==> src/rtl/load_store_unit.sv <==
// Load/store unit: one outstanding request, bridged onto a registered synchronous memory port.
// Optional feature macro LSU_SUBWORD_EN: byte addressing, byte/half loads, read-modify-write stores.
module load_store_unit #(
  parameter int REG_SIZE        = 32,
  parameter int ADDRESS_SPACE_W = 64,
  parameter int ADDR_LIMIT      = ADDRESS_SPACE_W
) (
  input  logic                clk,
  input  logic                rst,
  input  logic                req_valid,
  output logic                req_ready,
  input  logic                req_we,
  input  logic [1:0]          req_size,
  input  logic [REG_SIZE-1:0] req_addr,
  input  logic [REG_SIZE-1:0] req_wdata,
  output logic                resp_valid,
  input  logic                resp_ready,
  output logic [REG_SIZE-1:0] resp_rdata,
  output logic                resp_err,
  output logic                mem_EN,
  output logic                mem_RW,
  output logic [REG_SIZE-1:0] addr,
  output logic [REG_SIZE-1:0] wdata,
  input  logic [REG_SIZE-1:0] rdata
);

  localparam int LANE_W = $clog2(REG_SIZE / 8);

  typedef enum logic [2:0] {IDLE, ISSUE, CAPTURE, MERGE, RESP} state_e;

  state_e              state_q, state_d;
  logic                mem_en_q, mem_en_d;
  logic                mem_rw_q, mem_rw_d;
  logic [REG_SIZE-1:0] addr_q, addr_d;
  logic [REG_SIZE-1:0] wdata_q, wdata_d;
  logic                resp_valid_q, resp_valid_d;
  logic                resp_err_q, resp_err_d;
  logic [REG_SIZE-1:0] resp_rdata_q, resp_rdata_d;
  logic [REG_SIZE-1:0] word_idx;
  logic [REG_SIZE-1:0] load_data;
  logic                misaligned;
  logic                req_bad;

`ifdef LSU_SUBWORD_EN
  logic                we_q, we_d;
  logic [1:0]          size_q, size_d;
  logic [LANE_W-1:0]   off_q, off_d;
  logic [REG_SIZE-1:0] sdata_q, sdata_d;
  logic [LANE_W-1:0]   req_off;
  logic [LANE_W+2:0]   lane_sh;
  logic [REG_SIZE-1:0] lane_mask;
  logic [REG_SIZE-1:0] merged;

  assign req_off  = req_addr[LANE_W-1:0];
  assign word_idx = req_addr >> LANE_W;

  always_comb begin
    unique case (req_size)
      2'b00:   misaligned = 1'b0;
      2'b01:   misaligned = req_off[0];
      2'b10:   misaligned = (req_off != '0);
      default: misaligned = 1'b1;
    endcase
  end

  // Lane geometry comes from the request captured at handshake, not the live bus.
  assign lane_sh   = {off_q, 3'b000};
  assign lane_mask = (size_q == 2'b00) ? REG_SIZE'(8'hFF)
                   : (size_q == 2'b01) ? REG_SIZE'(16'hFFFF) : '1;
  assign load_data = (rdata >> lane_sh) & lane_mask;
  assign merged    = (rdata & ~(lane_mask << lane_sh)) | ((sdata_q & lane_mask) << lane_sh);
`else
  logic [1:0] unused_size;

  assign unused_size = req_size;
  assign word_idx    = req_addr;
  assign misaligned  = 1'b0;
  assign load_data   = rdata;
`endif

  assign req_bad = misaligned || (word_idx >= REG_SIZE'(ADDR_LIMIT));

  // NOTE: every _d gets a default before the case so no path can infer a latch.
  always_comb begin
    state_d      = state_q;
    mem_en_d     = 1'b0;
    mem_rw_d     = mem_rw_q;
    addr_d       = addr_q;
    wdata_d      = wdata_q;
    resp_valid_d = resp_valid_q;
    resp_err_d   = resp_err_q;
    resp_rdata_d = resp_rdata_q;
`ifdef LSU_SUBWORD_EN
    we_d         = we_q;
    size_d       = size_q;
    off_d        = off_q;
    sdata_d      = sdata_q;
`endif
    unique case (state_q)
      IDLE: begin
        if (req_valid) begin
          resp_rdata_d = '0;
          if (req_bad) begin
            state_d      = RESP;
            resp_valid_d = 1'b1;
            resp_err_d   = 1'b1;
          end else begin
            state_d    = ISSUE;
            mem_en_d   = 1'b1;
            addr_d     = word_idx;
            resp_err_d = 1'b0;
`ifdef LSU_SUBWORD_EN
            // Partial stores start with a read; only full-word stores write directly.
            mem_rw_d = req_we && (req_size == 2'b10);
            if (req_we && (req_size == 2'b10)) wdata_d = req_wdata;
            we_d     = req_we;
            size_d   = req_size;
            off_d    = req_off;
            sdata_d  = req_wdata;
`else
            mem_rw_d = req_we;
            if (req_we) wdata_d = req_wdata;
`endif
          end
        end
      end
      ISSUE: begin
        if (mem_rw_q) begin
          state_d      = RESP;
          resp_valid_d = 1'b1;
        end else begin
`ifdef LSU_SUBWORD_EN
          state_d = we_q ? MERGE : CAPTURE;
`else
          state_d = CAPTURE;
`endif
        end
      end
      CAPTURE: begin
        resp_rdata_d = load_data;
        resp_valid_d = 1'b1;
        state_d      = RESP;
      end
      MERGE: begin
`ifdef LSU_SUBWORD_EN
        mem_en_d = 1'b1;
        mem_rw_d = 1'b1;
        wdata_d  = merged;
        state_d  = ISSUE;
`else
        state_d  = IDLE;
`endif
      end
      RESP: begin
        if (resp_ready) begin
          resp_valid_d = 1'b0;
          state_d      = IDLE;
        end
      end
      default: state_d = IDLE;
    endcase
  end

  // NOTE: sequential state uses <= so every register samples pre-edge values.
  always_ff @(posedge clk) begin
    if (rst) begin
      // NOTE: every register is reset, so a reset mid-access leaves no stale pulse or response.
      state_q      <= IDLE;
      mem_en_q     <= 1'b0;
      mem_rw_q     <= 1'b0;
      addr_q       <= '0;
      wdata_q      <= '0;
      resp_valid_q <= 1'b0;
      resp_err_q   <= 1'b0;
      resp_rdata_q <= '0;
`ifdef LSU_SUBWORD_EN
      we_q         <= 1'b0;
      size_q       <= 2'b00;
      off_q        <= '0;
      sdata_q      <= '0;
`endif
    end else begin
      state_q      <= state_d;
      mem_en_q     <= mem_en_d;
      mem_rw_q     <= mem_rw_d;
      addr_q       <= addr_d;
      wdata_q      <= wdata_d;
      resp_valid_q <= resp_valid_d;
      resp_err_q   <= resp_err_d;
      resp_rdata_q <= resp_rdata_d;
`ifdef LSU_SUBWORD_EN
      we_q         <= we_d;
      size_q       <= size_d;
      off_q        <= off_d;
      sdata_q      <= sdata_d;
`endif
    end
  end

  assign req_ready  = (state_q == IDLE);
  assign resp_valid = resp_valid_q;
  assign resp_err   = resp_err_q;
  assign resp_rdata = resp_rdata_q;
  assign mem_EN     = mem_en_q;
  assign mem_RW     = mem_rw_q;
  assign addr       = addr_q;
  assign wdata      = wdata_q;

endmodule
==> config.mk <==
export PLATFORM = sky130hd
export DESIGN_NAME = load_store_unit
export DESIGN_NICKNAME = d
export VERILOG_FILES = /design/src/rtl/load_store_unit.sv
export SDC_FILE = /design/constraint.sdc
export NUM_CORES = 1
export LEC_CHECK = 0
export BUFFER_PORTS_ARGS = -buffer_cell sky130_fd_sc_hd__buf_2
export CAP_MARGIN = 40
export CORE_MARGIN = 2
export CORE_UTILIZATION = 37
export CTS_BUF_LIST = sky130_fd_sc_hd__clkbuf_4 sky130_fd_sc_hd__clkbuf_8 sky130_fd_sc_hd__clkbuf_16
export DETAILED_ROUTE_END_ITERATION = 8
export GPL_ROUTABILITY_DRIVEN = 0
export PLACE_DENSITY = 0.68
export REMOVE_ABC_BUFFERS = 1
export SLEW_MARGIN = 20
export SYNTH_ARGS = -nofsm -noshare
export SYNTH_HDL_FRONTEND = slang
export SYNTH_SLANG_ARGS = --single-unit
==> constraint.sdc <==
create_clock -name clk -period 4.2 [get_ports clk]
set_input_delay 0.84 -clock clk [delete_from_list [all_inputs] [get_ports clk]]
set_output_delay 0.84 -clock clk [all_outputs]
set_load 0.005 [all_outputs]
==> reports/metrics.cfg, run 1 <==
[clock_network]
htreeDepth = 3
clk_pin_slew_worst_paths_ps = 90
clockBufferDepth = 2
hold_buffers = 0
cts_resized = 0
cts_setup_buffers = 0
cts_sinks = 103
cts_tree = built
cts_root_buffer = clkbuf_8
clkLatencyLatePin_ps = 360
cts_buffers = 9

[grt]
antenna_found_initial = 0
grt_usage = 0.197
grt_first_pass_wirelength_mm = 17.9
grt_overflow = 0
grt_pass1_vias = 3582
grt_max_degree = 43

[yosys]
postSynthAreaPerCell_um2 = 9.53
yosys_warnings = 0
synthTopCellsByCount = dfxtp_1 (103), a21oi_1 (42), nor2_1 (37)
synthTopCellsByArea = dfxtp_1 (55%), a22oi_1 (6.4%), o31ai_1 (6.4%)
synth_top_area_share = 0.548
synth_edf_count = 0
yosysSeqAreaShare = 0.548
ys_types = 30
synth_top_area_cell = dfxtp_1
ys_ff_latch = 103
yosysMostFrequentCell = dfxtp_1
synthArstFlopShare = 0
syn-instance-count = 395
synth_area_mm2 = 0.00376
ys.flop_type = dfxtp_1

[drt]
drt-wirelength-per-cell_um = 15.6
firstDrtPassIters = 5
drtAntennaViolNets = 0
routed_wl_mm = 11.1
via_per_inst = 5.21
drc = 0
initialDrtViolationCount = 201
dr_total_vias = 3697

[power]
clock_power_share = 0.355
power_mw = 1.68
power_frac_comb = 0.061
switchingPower_uw = 429
leakage_nw = 2.24
vdd_drop_max_mv = 0.204
p_int_mw = 1.25
switching_share = 0.255
p_seq_frac = 0.584
powerDensity_mw_per_mm2 = 335

[worst_setup_path]
startpoint_type = primary input
slowest_stage = nor4_1
startpoint = req_addr[12]
cp.arrival_ps = 2780
worstSetupPathType = primary input to flop
r2r_start = state_q[1]
required_ps = 4480
crit_path_end_kind = flop
slowest_delay_ps = 550
worst-path-buf-inv = 2
critPathMaxFanout = 30
crit_chain = buf_2 > nor4_1 > and4_1 > buf_4 > nand4_1 > a21oi_1
path_delay_family = simple AND/OR/NAND/NOR gates

[floorplan]
die_x_um = 105
die_h_um = 105
rows = 36
die_area_mm2 = 0.0110
core_mm2 = 0.00982
io_pins = 204
initial_core_util = 0.383

[layout]
fin_util = 0.511
diodes = 0
drive_above_1_share = 0.398
stdcell_area_mm2 = 0.00502
fin_cells = 709
final_nets = 674
area_growth_pct = 33.4

[sta]
setup_tns_ps = 0
hold_ws_ps = 468
finClkSkew_ps = 11.8
layout_setup_ws_ps = 1700
final_max_slew_viol_count = 0
fmax_mhz = 401
hold_viol_final = 0
rsz0062_at_grt = false
setup_viol = 0
period_share = 0.594
slew_headroom = 0.464
tightestPinTransition_ps = 804
layout_min_cycle_time_ps = 2500

[run_status]
outcome = finished clean

[hold_path]
hold_path.class = flop to flop
min_from = addr[21]

[placed_design]
io_buffer_count = 201
dpl_cell_area_mm2 = 0.00483
hpwl_mm = 7.51
pre_cts_ws_ps = 1380
dp.cells = 693

[flow_run]
max_cap_violations = 0

layout by cell type (no fill, tap or decap), types with 2 or more instances in the layout:
master      synthesis  final
a22oi_1            32     32
inv_6               0      2
buf_4               0      7
o31ai_1            32     32
nor3_1              3      3
nor3b_1             2      2
clkbuf_8            0      9
a21oi_1            42     42
nor2_1             37     36
buf_2               9    201
o21ai_0             7      7
and2_1             26     26
o22ai_1             2      2
inv_1               3      3
clkinvlp_4          0      2
nand3_1             8      8
and4_1              2      2
dfxtp_1           103    103
nand4_1            34     34
nor4_1              6      6
sequential cells by signal, indices dropped and copies added, names as in the netlist:
register and cells:
mem_RW 1, resp_rdata 32, resp_valid 1, state_q 3
resp_err 1, addr 32, mem_EN 1, wdata 32
worst register-to-register path, delay by kind of cell, from the launching register on:
| family | cells | cell delay (ps) |
|---|---|---|
| flops | 1 | 450 |
| simple gates | 3 | 1170 |
| compound gates | 1 | 180 |
| buf+inv | 1 | 400 |
path summary, 6_finish.rpt:
path / to / slack, ps / depth (start not counted)
worst min-delay path: addr[21] / 470 / 1
worst max register to register: wdata[8] / 1920 / 5
worst max-delay path: wdata[8] / 1700 / 6
worst min register to register: addr[21] / 470 / 1
metal layers:
layer  up-vias  global-route usage  part of all wire
li1       1800                   -                 -
met1      1742               0.248              0.44
met2       131               0.322              0.48
met3        24              0.0524             0.062
met4         0              0.0752             0.026
met5         -                   0                 0
cell type report:
type	count	area [um2]
fillers	980	4800
flip-flops and latches	103	2060
multi-input cells	245	1510
repair buffers	209	1090
well taps	133	166
clock buffers	9	124
clock inverters	7	65.1
inverters	3	11.3
kinds of logic after synthesis:
family / Yosys count / share of synthesized area
AND/OR/NAND/NOR: 125 / 0.189
buffers and inverters: 47 / 0.0559
AO/OA/AOI/OAI: 120 / 0.207
flip-flops: 103 / 0.548
power by group through the flow:
stage	Clock (mW)	Combinational [mW]	Sequential, mW
floorplan	0	0.0238	1.00
global placement	0	0.0971	1.00
detailed placement	0	0.103	1.01
CTS	0.616	0.104	0.983
global route	0.656	0.114	0.984
finish	0.598	0.103	0.982
(Power assumes the default switching activity.)
==> run 2: changes to the inputs <==
clock period = 2.3 ns   (was 4.2 ns; I/O delays follow)
==> reports/metrics.cfg, run 2 (synthesis gave the netlist of run 1 again) <==
[placed_design]
dp.cells = 701  ; +1.2%
hpwl_mm = 7.62  ; +1.4%
io_buffer_count = 201  ; unchanged
pre_cts_ws_ps = 258  ; -1120 ps
dpl_cell_area_mm2 = 0.00492  ; +1.9%

[clock_network]
clk_pin_slew_worst_paths_ps = 110  ; +20 ps
cts_root_buffer = clkbuf_8
htreeDepth = 3  ; unchanged
clockBufferDepth = 2  ; unchanged
hold_buffers = 0  ; unchanged
clkLatencyLatePin_ps = 350  ; about the same
cts_sinks = 103  ; unchanged
cts_tree = built
cts_resized = 0  ; unchanged
cts_setup_buffers = 0  ; unchanged
cts_buffers = 9  ; unchanged

[floorplan]
die_h_um = 105  ; unchanged
core_mm2 = 0.00982  ; unchanged
die_x_um = 105  ; unchanged
die_area_mm2 = 0.0110  ; unchanged
rows = 36  ; unchanged
io_pins = 204  ; unchanged
initial_core_util = 0.383  ; unchanged

[layout]
final_cell_mix = buf_2 (201), dfxtp_1 (103), a21oi_1 (42)
drive_above_1_share = 0.406  ; +0.00825
stdcell_area_mm2 = 0.00511  ; +1.9%
area_growth_pct = 35.9
fin_cells = 717  ; +1.1%
final_common_cell = buf_2
diodes = 0  ; unchanged
final_nets = 682  ; +1.2%
fin_util = 0.521  ; +0.00956

[grt]
grt_pass1_vias = 3616  ; +0.95%
grt_usage = 0.197  ; +0.000209
grt_overflow = 0  ; unchanged
grt_first_pass_wirelength_mm = 18.0  ; +0.31%
grt_max_degree = 42  ; -2.3%
antenna_found_initial = 0  ; unchanged

[power]
powerDensity_mw_per_mm2 = 601  ; +79%
vdd_drop_max_mv = 0.283  ; +39%
power_frac_comb = 0.065  ; +0.004
p_seq_frac = 0.582  ; -0.002
clock_power_share = 0.353  ; -0.002
switchingPower_uw = 775  ; +81%
leakage_nw = 2.30  ; +2.5%
p_int_mw = 2.30  ; +83%
switching_share = 0.252  ; -0.00260
power_mw = 3.07  ; +83%

[drt]
dr_total_vias = 3694  ; -0.081%
via_per_inst = 5.15  ; -1.2%
drtAntennaViolNets = 0  ; unchanged
drc = 0  ; unchanged
initialDrtViolationCount = 202  ; +0.50%
firstDrtPassIters = 4  ; -1
routed_wl_mm = 11.0  ; -0.61%
drt-wirelength-per-cell_um = 15.3  ; -1.7%

[sta]
hold_viol_final = 0  ; unchanged
final_max_slew_viol_count = 0  ; unchanged
hold_ws_ps = 347  ; -121 ps
fmax_mhz = 562
finClkSkew_ps = 15.3  ; +3.50 ps
rsz0062_at_grt = false
setup_tns_ps = 0  ; unchanged
layout_min_cycle_time_ps = 1780
slew_headroom = 0.659  ; +0.195
period_share = 0.773
layout_setup_ws_ps = 522  ; -1180 ps
tightestPinTransition_ps = 507  ; -297 ps
setup_viol = 0  ; unchanged

[worst_setup_path]
startpoint_type = flop
worstSetupPathType = flop to primary output
required_ps = 1840  ; -2640 ps
r2r_slack_ps = 590  ; -1330 ps
crit_path_end_kind = primary output
critPathMaxFanout = 9  ; -70%
cp.arrival_ps = 1320  ; -1460 ps

[hold_path]
hold_path.class = primary input to flop

[run_status]
outcome = finished clean

[flow_run]
max_cap_violations = 0  ; unchanged

==> run 2: changes by cell type in the layout (fill, tap and decap cells not counted), sizes merged <==
cell      delta
clkinvlp     -1
clkinv       +1
buf          +8
==> run 2: power groups by stage <==
stage               Sequential [mW]  Clock, mW  Combinational [mW]
CTS                            1.79       1.12               0.198
floorplan                      1.83          0              0.0435
global placement               1.83          0               0.187
global route                   1.79       1.20               0.219
detailed placement             1.83          0               0.197
finish                         1.79       1.09               0.198
==> run 2: layer usage <==
layer  track usage  vias to the layer above  part of all wire
met3        0.0561                       23             0.064
li1              -                     1819                 -
met4        0.0790                        0             0.023
met2         0.324                      113              0.49
met1         0.243                     1739              0.42
met5             0                        -                 0
==> run 2: layout make-up <==
| type | instances | area (um2) |
|---|---|---|
| Fill cell | 992 | 4710 |
| Tap cell | 133 | 166 |
| Timing Repair Buffer | 217 | 1180 |
| Sequential cell | 103 | 2060 |
| Inverter | 3 | 11.3 |
| Multi-Input combinational cell | 245 | 1500 |
| Clock buffer | 9 | 124 |
| Clock inverter | 7 | 66.3 |
==> run 2: worst max-delay path, stage by stage (launching register included) <==
cell     delay (ps)
dfxtp_1         360
buf_4           180
nor3_1          250
buf_2           170
==> run 2: final timing paths <==
| path | startpoint | to | depth (start not counted) |
|---|---|---|---|
| max | state_q[2] | req_ready | 3 |
| min | rdata[0] | resp_rdata[0] | 3 |
| max reg2reg | state_q[1] | wdata[13] | 5 |
| min reg2reg | wdata[20] | wdata[20] | 2 |
